==> src/rtl/dead_time_bridge.sv <==
// Complementary dead-time generator: one high/low gate pair per bridge leg,
// with separately latched dead intervals before each gate turn-on.
module dead_time_bridge #(
  parameter int N_CH     = 2,
  parameter int DT_WIDTH = 10
) (
  input  logic                i_clock,
  input  logic                i_reset,
  input  logic                i_enable,
  input  logic [N_CH-1:0]     i_signal,
  input  logic [DT_WIDTH-1:0] i_dt_rise,
  input  logic [DT_WIDTH-1:0] i_dt_fall,
  output logic [N_CH-1:0]     o_high,
  output logic [N_CH-1:0]     o_low,
  output logic [N_CH-1:0]     o_dead
);

  typedef enum logic [2:0] {
    ST_OFF,
    ST_DT_RISE,
    ST_HIGH_ON,
    ST_DT_FALL,
    ST_LOW_ON
  } state_t;

  localparam logic [DT_WIDTH-1:0] CNT_ONE = DT_WIDTH'(1);

  for (genvar ch = 0; ch < N_CH; ch++) begin : g_ch
    state_t              state_q, state_d;
    logic [DT_WIDTH-1:0] cnt_q, cnt_d;
    logic [DT_WIDTH-1:0] dt_q, dt_d;
    logic [DT_WIDTH-1:0] eff_dt;
    logic                high_q, low_q, dead_q;

    // A programmed zero still yields one clock of dead time.
    assign eff_dt = (dt_q == '0) ? CNT_ONE : dt_q;

    // Next-state logic; every route to a gate passes through a full interval,
    // and a command reversal mid-interval restarts the opposite interval.
    always_comb begin
      state_d = state_q;
      cnt_d   = cnt_q;
      dt_d    = dt_q;
      if (!i_enable) begin
        state_d = ST_OFF;
        cnt_d   = '0;
      end else begin
        case (state_q)
          ST_OFF: begin
            cnt_d = CNT_ONE;
            if (i_signal[ch]) begin
              state_d = ST_DT_RISE;
              dt_d    = i_dt_rise;
            end else begin
              state_d = ST_DT_FALL;
              dt_d    = i_dt_fall;
            end
          end
          ST_DT_RISE: begin
            if (!i_signal[ch]) begin
              state_d = ST_DT_FALL;
              dt_d    = i_dt_fall;
              cnt_d   = CNT_ONE;
            end else if (cnt_q >= eff_dt) begin
              state_d = ST_HIGH_ON;
              cnt_d   = '0;
            end else begin
              cnt_d = cnt_q + CNT_ONE;
            end
          end
          ST_HIGH_ON: begin
            if (!i_signal[ch]) begin
              state_d = ST_DT_FALL;
              dt_d    = i_dt_fall;
              cnt_d   = CNT_ONE;
            end
          end
          ST_DT_FALL: begin
            if (i_signal[ch]) begin
              state_d = ST_DT_RISE;
              dt_d    = i_dt_rise;
              cnt_d   = CNT_ONE;
            end else if (cnt_q >= eff_dt) begin
              state_d = ST_LOW_ON;
              cnt_d   = '0;
            end else begin
              cnt_d = cnt_q + CNT_ONE;
            end
          end
          ST_LOW_ON: begin
            if (i_signal[ch]) begin
              state_d = ST_DT_RISE;
              dt_d    = i_dt_rise;
              cnt_d   = CNT_ONE;
            end
          end
          default: begin
            state_d = ST_OFF;
            cnt_d   = '0;
          end
        endcase
      end
    end

    // Gate outputs are registered from the next state so they change on the
    // same edge as the state transition.
    always_ff @(posedge i_clock) begin
      if (i_reset) begin
        state_q <= ST_OFF;
        cnt_q   <= '0;
        dt_q    <= '0;
        high_q  <= 1'b0;
        low_q   <= 1'b0;
        dead_q  <= 1'b1;
      end else begin
        state_q <= state_d;
        cnt_q   <= cnt_d;
        dt_q    <= dt_d;
        high_q  <= (state_d == ST_HIGH_ON);
        low_q   <= (state_d == ST_LOW_ON);
        dead_q  <= !((state_d == ST_HIGH_ON) || (state_d == ST_LOW_ON));
      end
    end

    assign o_high[ch] = high_q;
    assign o_low[ch]  = low_q;
    assign o_dead[ch] = dead_q;
  end

endmodule

==> config.mk <==
export PLATFORM = sky130hd
export DESIGN_NAME = dead_time_bridge
export DESIGN_NICKNAME = d
export VERILOG_FILES = /design/src/rtl/dead_time_bridge.sv
export SDC_FILE = /design/constraint.sdc
export NUM_CORES = 1
export LEC_CHECK = 0
export ABC_AREA = 1
export BUFFER_PORTS_ARGS = -buffer_cell sky130_fd_sc_hd__buf_4
export CORE_ASPECT_RATIO = 1.5
export CORE_MARGIN = 3
export CORE_UTILIZATION = 25
export DETAILED_ROUTE_END_ITERATION = 7
export PLACE_DENSITY = 0.5
export SLEW_MARGIN = 30
export SYNTH_ARGS = -nofsm -noshare
export SYNTH_HDL_FRONTEND = slang
export SYNTH_SLANG_ARGS = --single-unit
==> constraint.sdc <==
create_clock -name i_clock -period 2.4 [get_ports i_clock]
set_input_delay 0.48 -clock i_clock [delete_from_list [all_inputs] [get_ports i_clock]]
set_output_delay 0.48 -clock i_clock [all_outputs]
set_load 0.005 [all_outputs]
==> After elaboration in Yosys (flattened, before gate mapping) <==
Index checks and enable logic that the tools add are counted.
{ "totals": {"ff_bits": 52, "inputBits": 25, "out_inout_bits": 6, "wordCells": 96} }
{ "op_classes": {"add_sub_neg": 2, "order_cmp": 2, "n_eq_ne": 20, "muxes": 40, "bitwise_logic": 1, "reduce_logical": 19} }
{ "ops": {"columns": ["operator", "count"], "rows": [
  ["two-way mux 10 bit", 18],
  ["one-hot mux 10 bit (5 select lines)", 2],
  ["one-hot mux 10 bit (3 select lines)", 2],
  ["two-way mux 3 bit", 14],
  ["one-hot mux 3 bit (5 select lines)", 2],
  ["adder 10 x 1 -> 10 bit (second input constant)", 2],
  ["greater-or-equal comparator 10 bit", 2],
  ["logical NOT 10 bit", 2],
  ["== test 3 x 2 -> 1 bit (second input constant)", 6],
  ["== test 3 bit (second input constant)", 4],
  ["inequality test 2 bit (second input constant)", 6],
  ["OR reduction 2 bit", 5],
  ["AND reduction 4 bit", 2],
  ["== test 3 x 1 -> 1 bit (second input constant)", 2],
  ["logical NOT 3 bit", 2],
  ["nonzero test 3 bit", 2],
  ["two-way mux 2 bit", 2],
  ["inequality test 2 x 1 -> 1 bit (second input constant)", 2],
  ["AND reduction 2 bit", 2],
  ["logical NOT 1 bit", 2],
  ["logical OR 1 bit", 2],
  ["inverter 1 bit", 1]
]} }

==> Longest topological paths before layout <==
Gate-level depths: netlist (run 1).
{ "depth": {"word_depth": 10, "depth_mapped": 16} }

==> Worst setup path after synthesis (run 1) <==
Ideal clock, no wire load.
{ "synth_timing": {"kind": "reg-to-reg", "startpoint": "reg g_ch[0].dt_q[6]", "endpoint": "reg g_ch[0].dead_q", "arrival_time_ns": 2.033, "t_required_ns": 2.285, "slack_ns": 0.252, "stages_incl_launch_ff": 15, "path_buffers": 0, "period_less_slack_ns": 2.148, "path_cell_list": "dfxtp_1 -> nor4_1 -> nand3_1 -> o41ai_1 -> ha_1 -> inv_1 -> nand2_1 -> nand2_1 -> nand2_1 -> nand3_1 -> nand3_1 -> a21oi_1 -> nand4_1 -> nor2_1 -> nor2_1"} }
{ "synth_between": {"elab_chain_cells": 10, "word_cells_on_any_way": 13, "cone_classes": "order compare (1); eq/ne (2); mux (7); reduce/logical (3)"} }
{ "synth_lines": {"columns": ["element", "line_no", "rtl"], "rows": [
  ["start: declaration", "31", "logic [DT_WIDTH-1:0] dt_q, dt_d;"],
  ["start signal: assignment", "118", "dt_q <= dt_d;"],
  ["logical NOT 10 bit", "36", "assign eff_dt = (dt_q == '0) ? CNT_ONE : dt_q;"],
  ["two-way mux 10 bit *", "36", null],
  ["greater-or-equal comparator 10 bit *", "64, 83", null],
  ["two-way mux 3 bit, on equally long branches", "83, 64", null],
  ["two-way mux 3 bit, on equally long branches", "79, 60", null],
  ["one-hot mux 3 bit (5 select lines) *", "48", "case (state_q)"],
  ["two-way mux 3 bit *", "44", "if (!i_enable) begin"],
  ["== test 3 x 2 -> 1 bit or == test 3 bit (tied branches)", "121", "dead_q <= !((state_d == ST_HIGH_ON) || (state_d == ST_LOW_ON));"],
  ["logical OR 1 bit *", "121", null],
  ["logical NOT 1 bit *", "121", null],
  ["end signal: assignment", "121", null],
  ["end: declaration", "33", "logic high_q, low_q, dead_q;"]
]} }
Mark *: on every way between the ends. The rest lies on a longest branch, timed or not.
A chain may end at the register's enable or synchronous reset.

==> Final worst setup path (run 1) <==
{ "layout_timing": {"startpoint": "reg g_ch[0].dt_q[6]", "endpoint": "reg g_ch[0].cnt_q[1]"} }
{ "layout_between": {"elab_chain_cells": 6, "word_cells_on_any_way": 7, "cone_classes": "order compare (1); mux (5); reduce/logical (1)"} }
{ "layout_lines": {"columns": ["element", "line_no", "rtl"], "rows": [
  ["logical NOT 10 bit", "36", null],
  ["two-way mux 10 bit *", "36", null],
  ["greater-or-equal comparator 10 bit *", "64, 83", null],
  ["two-way mux 10 bit *", "64, 83", null],
  ["two-way mux 10 bit, on equally long branches", "79, 60", null],
  ["one-hot mux 10 bit (5 select lines) *", "48", null],
  ["end signal: assignment", "117", "cnt_q <= cnt_d;"],
  ["end: declaration", "30", "logic [DT_WIDTH-1:0] cnt_q, cnt_d;"]
]} }
Marks and branches as above.

==> impl_metrics.py, run 1 <==
metrics = {
    "clock_tree": {
        "clockBufferDepth": 2,
        "postCtsHoldBufs": 0,
        "clkLatencyLatePin_ps": 290,
        "post_cts_buffers": 0,
        "clock_sinks": 52,
        "cts.clk_slew.worst_paths_ps": 70,
        "cts_tree": "yes",
        "clockRootBuffer": "clkbuf_16",
        "cts_buffers": 5,
        "h-tree-depth": 2,
    },
    "min_path": {
        "hold_path_startpoint": "i_reset",
        "min_path_type": "in2reg",
        "min_path_cells": 2,
        "holdPathEnd": "g_ch[1].high_q$_SDFF_PP0_",
    },
    "run_status": {
        "status": "finished, final reports clean",
    },
    "logic_synthesis": {
        "synth.most_common_cell": "nand2_1",
        "ys_warn_count": 0,
        "synth_top_area_share_pct": 31.8,
        "synthAdderAreaFrac_pct": 8.40,
        "synthMuxAreaShare_pct": 1.53,
        "netlist_top_cells_area": "dfxtp_1 (32%), nand2_1 (8.5%), ha_1 (8.4%)",
        "syn_nets": 502,
        "synth-seq-area-share_pct": 31.8,
        "synth_area_um2": 3280,
        "ys_ff_latch": 52,
        "synth.avg_cell_area_um2": 7.20,
        "synth_edf_count": 0,
        "synth_top_family_by_area": "simple AND/OR/NAND/NOR gates",
        "synth_cells": 455,
        "synth-xor-area-share_pct": 0.267,
        "synthSimpleGateAreaFrac_pct": 30.2,
        "yosysUniqueCellTypes": 44,
        "ys_top_cells_by_count": "nand2_1 (74), inv_1 (56), dfxtp_1 (52)",
        "async_reset_ff_share_pct": 0,
        "yosysTopAreaCell": "dfxtp_1",
        "synth_compound_area_share_pct": 17.0,
        "ys.flop_type": "dfxtp_1",
    },
    "placement": {
        "dp_slack_ps": -52.8,
        "dpl.hpwl_um": 6580,
        "place.gp.congestion": 0.825,
        "portBuffers": 30,
        "dp.cells": 634,
    },
    "global_route": {
        "antenna_found_initial": 0,
        "grt_pass1_vias": 3080,
        "grt.overflow.total": 0,
        "grtUsageTotal_pct": 11.8,
        "grt_start_max_net_pins": 22,
        "grt_pass1_wl_um": 14100,
    },
    "sta": {
        "slew_headroom_pct": 60.6,
        "setup_ws_ps": 190,
        "grt_setup_unrepaired": "yes",
        "finalClockSkew_ps": 4.16,
        "fmax_mhz": 452,
        "hold_viol": 0,
        "period_share_pct": 92.1,
        "period_needed_ps": 2210,
        "finalSetupTns_ps": 0,
        "worstMarginPinSlew_ps": 588,
        "slew_violations": 0,
        "finalSetupViolations": 0,
    },
    "worst_setup_path": {
        "cpMaxStageDelayCell": "dfxtp_2",
        "startpoint_type": "flop",
        "ff2ff_path_depth": 14,
        "worstPathRequired_ps": 2630,
        "crit_path_max_incr_delay_ps": 330,
        "cpMostUsedCell": "nand2_1",
        "rrSetupSlack_ps": 190,
        "cp-end-kind": "flop",
        "cp.arrival_ps": 2440,
        "criticalPathCategory": "reg2reg",
        "cp_num_buf_inv": 2,
        "reg2reg_from": "g_ch[0].dt_q[6]$_SDFFE_PP0P_",
        "crit_family": "simple AND/OR/NAND/NOR gates",
        "crit_chain": "nor4_2, nand3_1, o41ai_2, ha_1, inv_1, nand2_1, nand2_1, nand2_1, nand3_2, nand3_4, buf_6, nor3_4, nand3_1, a21oi_2",
        "timing.rr.end": "g_ch[0].cnt_q[1]$_SDFFE_PP0P_",
        "path_max_fanout": 5,
    },
    "final_layout": {
        "final_nets": 532,
        "diodes": 0,
        "layout-drive-gt1-share_pct": 23.0,
        "area_growth_pct": 19.3,
        "fill_cells": 1373,
        "final_cells": 642,
    },
    "drt": {
        "via_count": 3004,
        "first_iter_violations": 158,
        "drcViolationCount": 0,
        "wl_per_cell_um": 12.8,
        "dr.pass1.iters": 6,
        "antenna_left": 0,
        "via_per_inst": 4.68,
        "routed_wl_um": 8210,
    },
    "pwr": {
        "power_switching_mw": 0.603,
        "power.total_mw": 2.16,
        "leakage_nw": 1.69,
        "power_frac_comb_pct": 18.8,
        "switching_share_pct": 28.0,
        "seqPwrFrac_pct": 43.3,
        "worst_ir_drop_vdd_mv": 0.359,
        "power.density_nw_per_um2": 552,
        "power_frac_clock_pct": 37.9,
        "p_int_mw": 1.55,
    },
    "die": {
        "die_y_um": 146,
        "die_w_um": 99.5,
        "io-pin-count": 31,
        "std_cell_rows": 50,
        "floorplan.die_area_um2": 14500,
        "initial_core_util_pct": 25.9,
        "core_area_um2": 12600,
    },
    "run": {
        "drv_cap": 0,
    },
}
==> metal layers <==
metal / vias to the layer above / track usage, % / routed length (um)
met5: - / 0 / 0
met4: 0 / 4.17 / 136
met3: 9 / 1.72 / 162
met2: 37 / 22.7 / 4620
met1: 1390 / 12.8 / 3290
li1: 1568 / - / -
==> how the worst max path moves through the flow <==
stage               slack (ps)                          from  cells past startpoint                       endpoint
floorplan                  250  g_ch[0].dt_q[6]$_SDFFE_PP0P_                     14      g_ch[0].dead_q$_SDFF_PP1_
global placement            10  g_ch[0].dt_q[6]$_SDFFE_PP0P_                     14  g_ch[0].cnt_q[2]$_SDFFE_PP0P_
detailed placement         -50  g_ch[0].dt_q[6]$_SDFFE_PP0P_                     14  g_ch[0].cnt_q[2]$_SDFFE_PP0P_
CTS                         60  g_ch[0].dt_q[6]$_SDFFE_PP0P_                     14      g_ch[0].dead_q$_SDFF_PP1_
global route               -80  g_ch[0].dt_q[6]$_SDFFE_PP0P_                     14  g_ch[0].cnt_q[1]$_SDFFE_PP0P_
finish                     190  g_ch[0].dt_q[6]$_SDFFE_PP0P_                     14  g_ch[0].cnt_q[1]$_SDFFE_PP0P_
==> registers in the layout, summed over array words and instances (netlist names) <==
name	flops
g_ch.state_q	6
g_ch.dt_q	20
g_ch.dead_q	2
g_ch.high_q	2
g_ch.low_q	2
g_ch.cnt_q	20
==> power by group through the flow <==
stage | Sequential, mW | Combinational (mW) | Clock, mW
4_1_cts | 0.932 | 0.392 | 0.841
2_1_floorplan | 0.944 | 0.272 | 0
3_5_place_dp | 0.952 | 0.389 | 0
3_3_place_gp | 0.951 | 0.384 | 0
6_report | 0.935 | 0.405 | 0.817
5_1_grt | 0.941 | 0.470 | 0.870
==> cell type report <==
| class | count | area, um2 | area share, % |
|---|---|---|---|
| clock buffer | 6 | 129 | 3.30 |
| clock inverter | 2 | 35.0 | 0.896 |
| inverter | 67 | 260 | 6.66 |
| multi-input combinational | 321 | 1960 | 50.1 |
| sequential | 52 | 1040 | 26.7 |
| tap | 156 | 195 | 4.99 |
| timing repair buffer | 38 | 289 | 7.39 |
==> metrics by stage <==
step	area [um2]	hold slack, ps	utilization [%]
after detailed placement	3660	499	29.0
after floorplan	3280	469	-
after global placement	3660	491	29.0
final	3910	385	30.9
after global routing	3910	398	30.9
after CTS	3830	381	30.3
==> cells in the final DEF (no fill, tap or decap), types with 9 or more instances in the layout <==
| cell | instances |
|---|---|
| nor2_2 | 9 |
| nor2_1 | 45 |
| dfxtp_1 | 51 |
| inv_2 | 9 |
| buf_4 | 37 |
| ha_1 | 22 |
| nand3_1 | 21 |
| a21oi_1 | 47 |
| nand2_1 | 73 |
| o21ai_0 | 13 |
| o21ai_1 | 16 |
| inv_1 | 55 |
==> cell families after synthesis <==
logic type,count (synthesis)
AO/OA/AOI/OAI,97
XOR/XNOR,1
adder cells (fa/ha/maj),22
buffers and inverters,82
flip-flops,52
multiplexers,5
AND/OR/NAND/NOR,196
==> repair_timing <==
action                     in CTS  in global routing
pin swaps                       0                  5
hold endpoints to repair        0                  0
resized for setup               2                 17
setup endpoints to repair       3                 24
Note: power is estimated with default switching activity, not from simulation.
==> run 2: changes to the inputs <==
ABC_AREA = not set   (was 1)
CTS_BUF_LIST = sky130_fd_sc_hd__clkbuf_2   (was not set)
==> impl_metrics.py, run 2 <==
metrics = {
    "placement": {
        "dp_slack_ps": 32.0,
        "dp.cells": 521,
        "portBuffers": 30,
        "place_area_um2": 3380,
        "dpl.hpwl_um": 5590,
        "place.gp.congestion": 0.837,
    },
    "die": {
        "die_w_um": 96.1,
        "initial_core_util_pct": 26.0,
        "std_cell_rows": 48,
        "floorplan.die_area_um2": 13600,
        "io-pin-count": 31,
        "die_y_um": 141,
        "core_area_um2": 11700,
    },
    "logic_synthesis": {
        "ys_top_cells_by_count": "dfxtp_1 (52), nor2_1 (49), a211oi_1 (27)",
        "synth_compound_area_share_pct": 19.1,
        "synth-seq-area-share_pct": 34.2,
        "synth_edf_count": 0,
        "ys_warn_count": 0,
        "synthMuxAreaShare_pct": 6.57,
        "synthSimpleGateAreaFrac_pct": 19.5,
        "yosysUniqueCellTypes": 52,
        "synthAdderAreaFrac_pct": 9.04,
        "synth_top_family_by_area": "simple AND/OR/NAND/NOR gates",
        "syn_nets": 405,
        "ys_ff_latch": 52,
        "synth.most_common_cell": "dfxtp_1",
        "synth.avg_cell_area_um2": 8.51,
        "synth_area_um2": 3050,
        "ys.flop_type": "dfxtp_1",
        "synth_cells": 358,
        "synth_top_area_share_pct": 34.2,
        "yosysTopAreaCell": "dfxtp_1",
        "netlist_top_cells_area": "dfxtp_1 (34%), ha_1 (9.0%), a211oi_1 (6.7%)",
        "async_reset_ff_share_pct": 0,
        "synth-xor-area-share_pct": 4.31,
    },
    "min_path": {
        "min_path_type": "in2reg",
        "hold_path_startpoint": "i_signal[1]",
        "holdPathEnd": "g_ch[1].low_q$_SDFF_PP0_",
        "min_path_cells": 2,
    },
    "sta": {
        "slew_violations": 0,
        "slew_headroom_pct": 57.5,
        "grt_setup_unrepaired": "yes",
        "period_needed_ps": 2280,
        "finalSetupTns_ps": 0,
        "finalClockSkew_ps": 42.7,
        "finalSetupViolations": 0,
        "fmax_mhz": 438,
        "hold_viol": 0,
        "setup_ws_ps": 119,
        "holdWs_ps": 239,
        "worstMarginPinSlew_ps": 637,
        "period_share_pct": 95.1,
    },
    "pwr": {
        "power.total_mw": 1.75,
        "power.density_nw_per_um2": 496,
        "leakage_nw": 1.45,
        "worst_ir_drop_vdd_mv": 0.255,
    },
    "global_route": {
        "grt_pass1_vias": 2523,
        "antenna_found_initial": 1,
        "grt_pass1_wl_um": 11900,
        "grtUsageTotal_pct": 11.0,
        "grt_start_max_net_pins": 23,
        "grt.overflow.total": 0,
    },
    "final_layout": {
        "fin_area_um2": 3520,
        "area_growth_pct": 15.7,
        "final_common_cell": "dfxtp_1",
        "layout-drive-gt1-share_pct": 17.0,
        "final_cells": 534,
        "reg.largest.list": "g_ch.cnt_q x20, g_ch.dt_q x20, g_ch.state_q x6",
        "fill_cells": 1245,
        "post-route-util_pct": 30.1,
        "final_nets": 429,
        "final_cell_mix": "dfxtp_1 (51), nor2_1 (49), buf_4 (39)",
    },
    "worst_setup_path": {
        "reg2reg_from": "g_ch[0].dt_q[4]$_SDFFE_PP0P_",
        "timing.rr.end": "g_ch[0].high_q$_SDFF_PP0_",
        "worstPathRequired_ps": 2800,
        "cp-end-kind": "flop",
        "cpMaxStageDelayCell": "dfxtp_1",
        "cp_num_buf_inv": 0,
        "crit_path_max_incr_delay_ps": 400,
        "crit_family": "simple AND/OR/NAND/NOR gates",
        "rrSetupSlack_ps": 120,
        "criticalPathCategory": "reg2reg",
        "cp.arrival_ps": 2680,
        "ff2ff_path_depth": 9,
        "path_max_fanout": 6,
        "startpoint_type": "flop",
        "crit_chain": "nor4_2, a41o_1, ha_1, nand2b_1, a211oi_1, nor3_1, or2_1, a21o_1, and3_1",
    },
    "drt": {
        "dr.pass1.iters": 4,
        "antenna_left": 0,
        "routed_wl_um": 7210,
        "drcViolationCount": 0,
        "via_per_inst": 4.79,
        "via_count": 2560,
        "wl_per_cell_um": 13.5,
        "first_iter_violations": 109,
    },
    "run_status": {
        "status": "finished, final reports clean",
    },
    "clock_tree": {
        "cts.clk_slew.worst_paths_ps": 290,
        "clockBufferDepth": 2,
        "clockRootBuffer": "clkbuf_2",
        "cts_buffers": 5,
        "clkLatencyLatePin_ps": 470,
        "clock_sinks": 52,
        "postCtsHoldBufs": 0,
        "h-tree-depth": 2,
        "cts_tree": "yes",
    },
    "run": {
        "drv_cap": 0,
    },
}
==> run 2: repair_timing <==
item                                    in CTS  in global routing
buffers inserted                             2                  2
endpoints found under the setup margin       2                 23
gates resized for setup                      0                 10
pin swaps                                    1                  2
endpoints found under the hold margin        0                  0
==> run 2: layout make-up <==
class / count / area, um2 / area share (%)
Antenna cell: 1 / 2.50 / 0.0710
Clock buffer: 5 / 25.0 / 0.710
Clock inverter: 3 / 37.5 / 1.06
Inverter: 26 / 97.6 / 2.77
Multi-Input combinational cell: 258 / 1840 / 52.2
Sequential cell: 52 / 1040 / 29.6
Tap cell: 150 / 188 / 5.32
Timing Repair Buffer: 39 / 293 / 8.31
==> run 2: worst max-delay path by stage <==
stage                                 start                             to  slack [ps]  cells past startpoint
2_1_floorplan  g_ch[0].dt_q[4]$_SDFFE_PP0P_  g_ch[0].state_q[1]$_SDFF_PP0_         260                     10
3_3_place_gp   g_ch[1].dt_q[6]$_SDFFE_PP0P_  g_ch[1].cnt_q[7]$_SDFFE_PP0P_         130                     10
3_5_place_dp   g_ch[1].dt_q[6]$_SDFFE_PP0P_  g_ch[1].cnt_q[6]$_SDFFE_PP0P_          30                     10
4_1_cts        g_ch[1].dt_q[6]$_SDFFE_PP0P_  g_ch[1].cnt_q[6]$_SDFFE_PP0P_          10                     10
5_1_grt        g_ch[0].dt_q[4]$_SDFFE_PP0P_  g_ch[0].cnt_q[9]$_SDFFE_PP0P_         -90                      9
6_report       g_ch[0].dt_q[4]$_SDFFE_PP0P_      g_ch[0].high_q$_SDFF_PP0_         120                      9
==> run 2: per-layer routing <==
| layer | track usage (%) | wire, um | up-vias |
|---|---|---|---|
| li1 | - | - | 1322 |
| met1 | 13.4 | 3180 | 1178 |
| met2 | 18.5 | 3580 | 48 |
| met3 | 2.03 | 289 | 12 |
| met4 | 4.65 | 167 | 0 |
| met5 | 0 | 0 | - |
==> run 2: kinds of logic after synthesis <==
| logic type | after synthesis |
|---|---|
| compound gates | 81 |
| xor+xnor | 15 |
| fa+ha+maj | 22 |
| buf+inv | 48 |
| flops | 52 |
| mux | 20 |
| simple gates | 120 |
==> run 2: where the power goes <==
| group | switching [mW] | internal (mW) | total (mW) |
|---|---|---|---|
| Sequential | 0.0413 | 0.907 | 0.948 |
| Clock | 0.296 | 0.169 | 0.466 |
| Combinational | 0.175 | 0.157 | 0.333 |
==> run 3: changes to the inputs <==
ABC_AREA = 1   (was not set)
==> impl_metrics.py, run 3 (synthesis results as in run 1) <==
metrics = {
    "clock_tree": {
        "cts_buffers": 5,
        "h-tree-depth": 2,
        "post_cts_buffers": 0,
        "clockBufferDepth": 2,
        "cts_tree": "yes",
        "postCtsHoldBufs": 0,
        "clkLatencyLatePin_ps": 450,
        "cts.clk_slew.worst_paths_ps": 260,
        "clock_sinks": 52,
        "clockRootBuffer": "clkbuf_2",
    },
    "min_path": {
        "min_path_type": "in2reg",
    },
    "sta": {
        "period_share_pct": 91.6,
        "slew_violations": 0,
        "grt_setup_unrepaired": "yes",
        "finalSetupTns_ps": 0,
        "hold_viol": 0,
        "period_needed_ps": 2200,
        "worstMarginPinSlew_ps": 634,
        "fmax_mhz": 455,
        "slew_headroom_pct": 57.5,
        "holdWs_ps": 205,
        "finalClockSkew_ps": 21.7,
        "finalSetupViolations": 0,
        "setup_ws_ps": 201,
    },
    "worst_setup_path": {
        "startpoint_type": "flop",
        "path_max_fanout": 5,
        "criticalPathCategory": "reg2reg",
        "crit_path_max_incr_delay_ps": 390,
        "cpMaxStageDelayCell": "dfxtp_2",
        "cp-end-kind": "flop",
        "crit_chain": "nor4_2, nand3_1, o41ai_2, ha_1, inv_1, nand2_1, nand2_1, nand2_1, nand3_2, nand3_4, buf_6, nor3_4, nand3_1, a21oi_1",
        "cp.arrival_ps": 2590,
        "cpMostUsedCell": "nand2_1",
        "worstPathRequired_ps": 2790,
    },
    "global_route": {
        "grtUsageTotal_pct": 11.7,
        "grt.overflow.total": 0,
        "grt_pass1_vias": 3079,
        "grt_start_max_net_pins": 22,
        "antenna_found_initial": 1,
        "grt_pass1_wl_um": 14000,
    },
    "final_layout": {
        "layout-drive-gt1-share_pct": 24.1,
        "final_cells": 643,
        "final_cell_mix": "nand2_1 (72), inv_1 (55), dfxtp_1 (49)",
        "final_common_cell": "nand2_1",
        "fin_area_um2": 3850,
        "final_nets": 532,
        "reg.largest.list": "g_ch.cnt_q x20, g_ch.dt_q x20, g_ch.state_q x6",
        "post-route-util_pct": 30.5,
        "fill_cells": 1381,
        "area_growth_pct": 17.4,
    },
    "die": {
        "floorplan.die_area_um2": 14500,
        "initial_core_util_pct": 25.9,
        "die_y_um": 146,
        "io-pin-count": 31,
        "die_w_um": 99.5,
        "std_cell_rows": 50,
        "core_area_um2": 12600,
    },
    "placement": {
        "place_area_um2": 3660,
        "dp_slack_ps": -52.8,
        "place.gp.congestion": 0.825,
        "dp.cells": 634,
        "portBuffers": 30,
        "dpl.hpwl_um": 6580,
    },
    "drt": {
        "wl_per_cell_um": 12.8,
        "drcViolationCount": 0,
        "first_iter_violations": 160,
        "antenna_left": 0,
        "via_per_inst": 4.66,
        "dr.pass1.iters": 6,
        "via_count": 2996,
        "routed_wl_um": 8260,
    },
    "run_status": {
        "status": "finished, final reports clean",
    },
    "run": {
        "drv_cap": 0,
    },
    "pwr": {
        "power.density_nw_per_um2": 474,
        "power.total_mw": 1.82,
        "worst_ir_drop_vdd_mv": 0.254,
        "leakage_nw": 1.66,
    },
}
-- run 3: changes by cell type in the layout (fill, tap and decap cells not counted), sizes merged, moves of 17 or more --
cell    delta
a211oi    -27
a21oi     +39
inv       +40
nand2     +67
nand3     +18
o21ai     +17
-- run 3: final timing paths --
path | slack (ps) | cells past startpoint | start | to
setup / recovery | 200 | 14 | g_ch[0].dt_q[6]$_SDFFE_PP0P_ | g_ch[0].cnt_q[2]$_SDFFE_PP0P_
hold / removal | 210 | 2 | i_reset | g_ch[1].high_q$_SDFF_PP0_
setup reg to reg | 200 | 14 | g_ch[0].dt_q[6]$_SDFFE_PP0P_ | g_ch[0].cnt_q[2]$_SDFFE_PP0P_
hold reg to reg | 520 | 2 | g_ch[0].cnt_q[9]$_SDFFE_PP0P_ | g_ch[0].cnt_q[9]$_SDFFE_PP0P_
-- run 3: final cells by class --
cell class	count	area [um2]	share of cell area, %
multi-input combinational	321	1990	51.7
sequential	52	1050	27.2
timing repair buffer	38	289	7.51
inverter	67	260	6.76
tap	156	195	5.07
clock inverter	2	35.0	0.910
clock buffer	6	30.0	0.780
antenna	1	2.50	0.0650
-- run 3: worst max-delay path: cells and delay by family (launching register included) --
family          cells  cell delay, ps
simple gates        9             940
compound gates      2             340
buf+inv             2             210
flops               1             390
fa+ha+maj           1             270
-- run 3: where the power goes --
part	switching, mW	internal, mW
clock	0.292	0.179
sequential	0.0347	0.907
combinational	0.248	0.163
total	0.575	1.25
-- run 3: what timing repair did --
action / CTS / global route
endpoints found under the setup margin: 3 / 25
pin swaps: 0 / 3
gates resized for setup: 2 / 26
-- run 3: layer usage --
metal | up-vias | wire length, um | track usage, %
met5 | - | 0 | 0
met4 | 0 | 134 | 4.37
met3 | 8 | 161 | 1.43
met2 | 34 | 4650 | 22.6
met1 | 1387 | 3310 | 12.7
li1 | 1567 | - | -
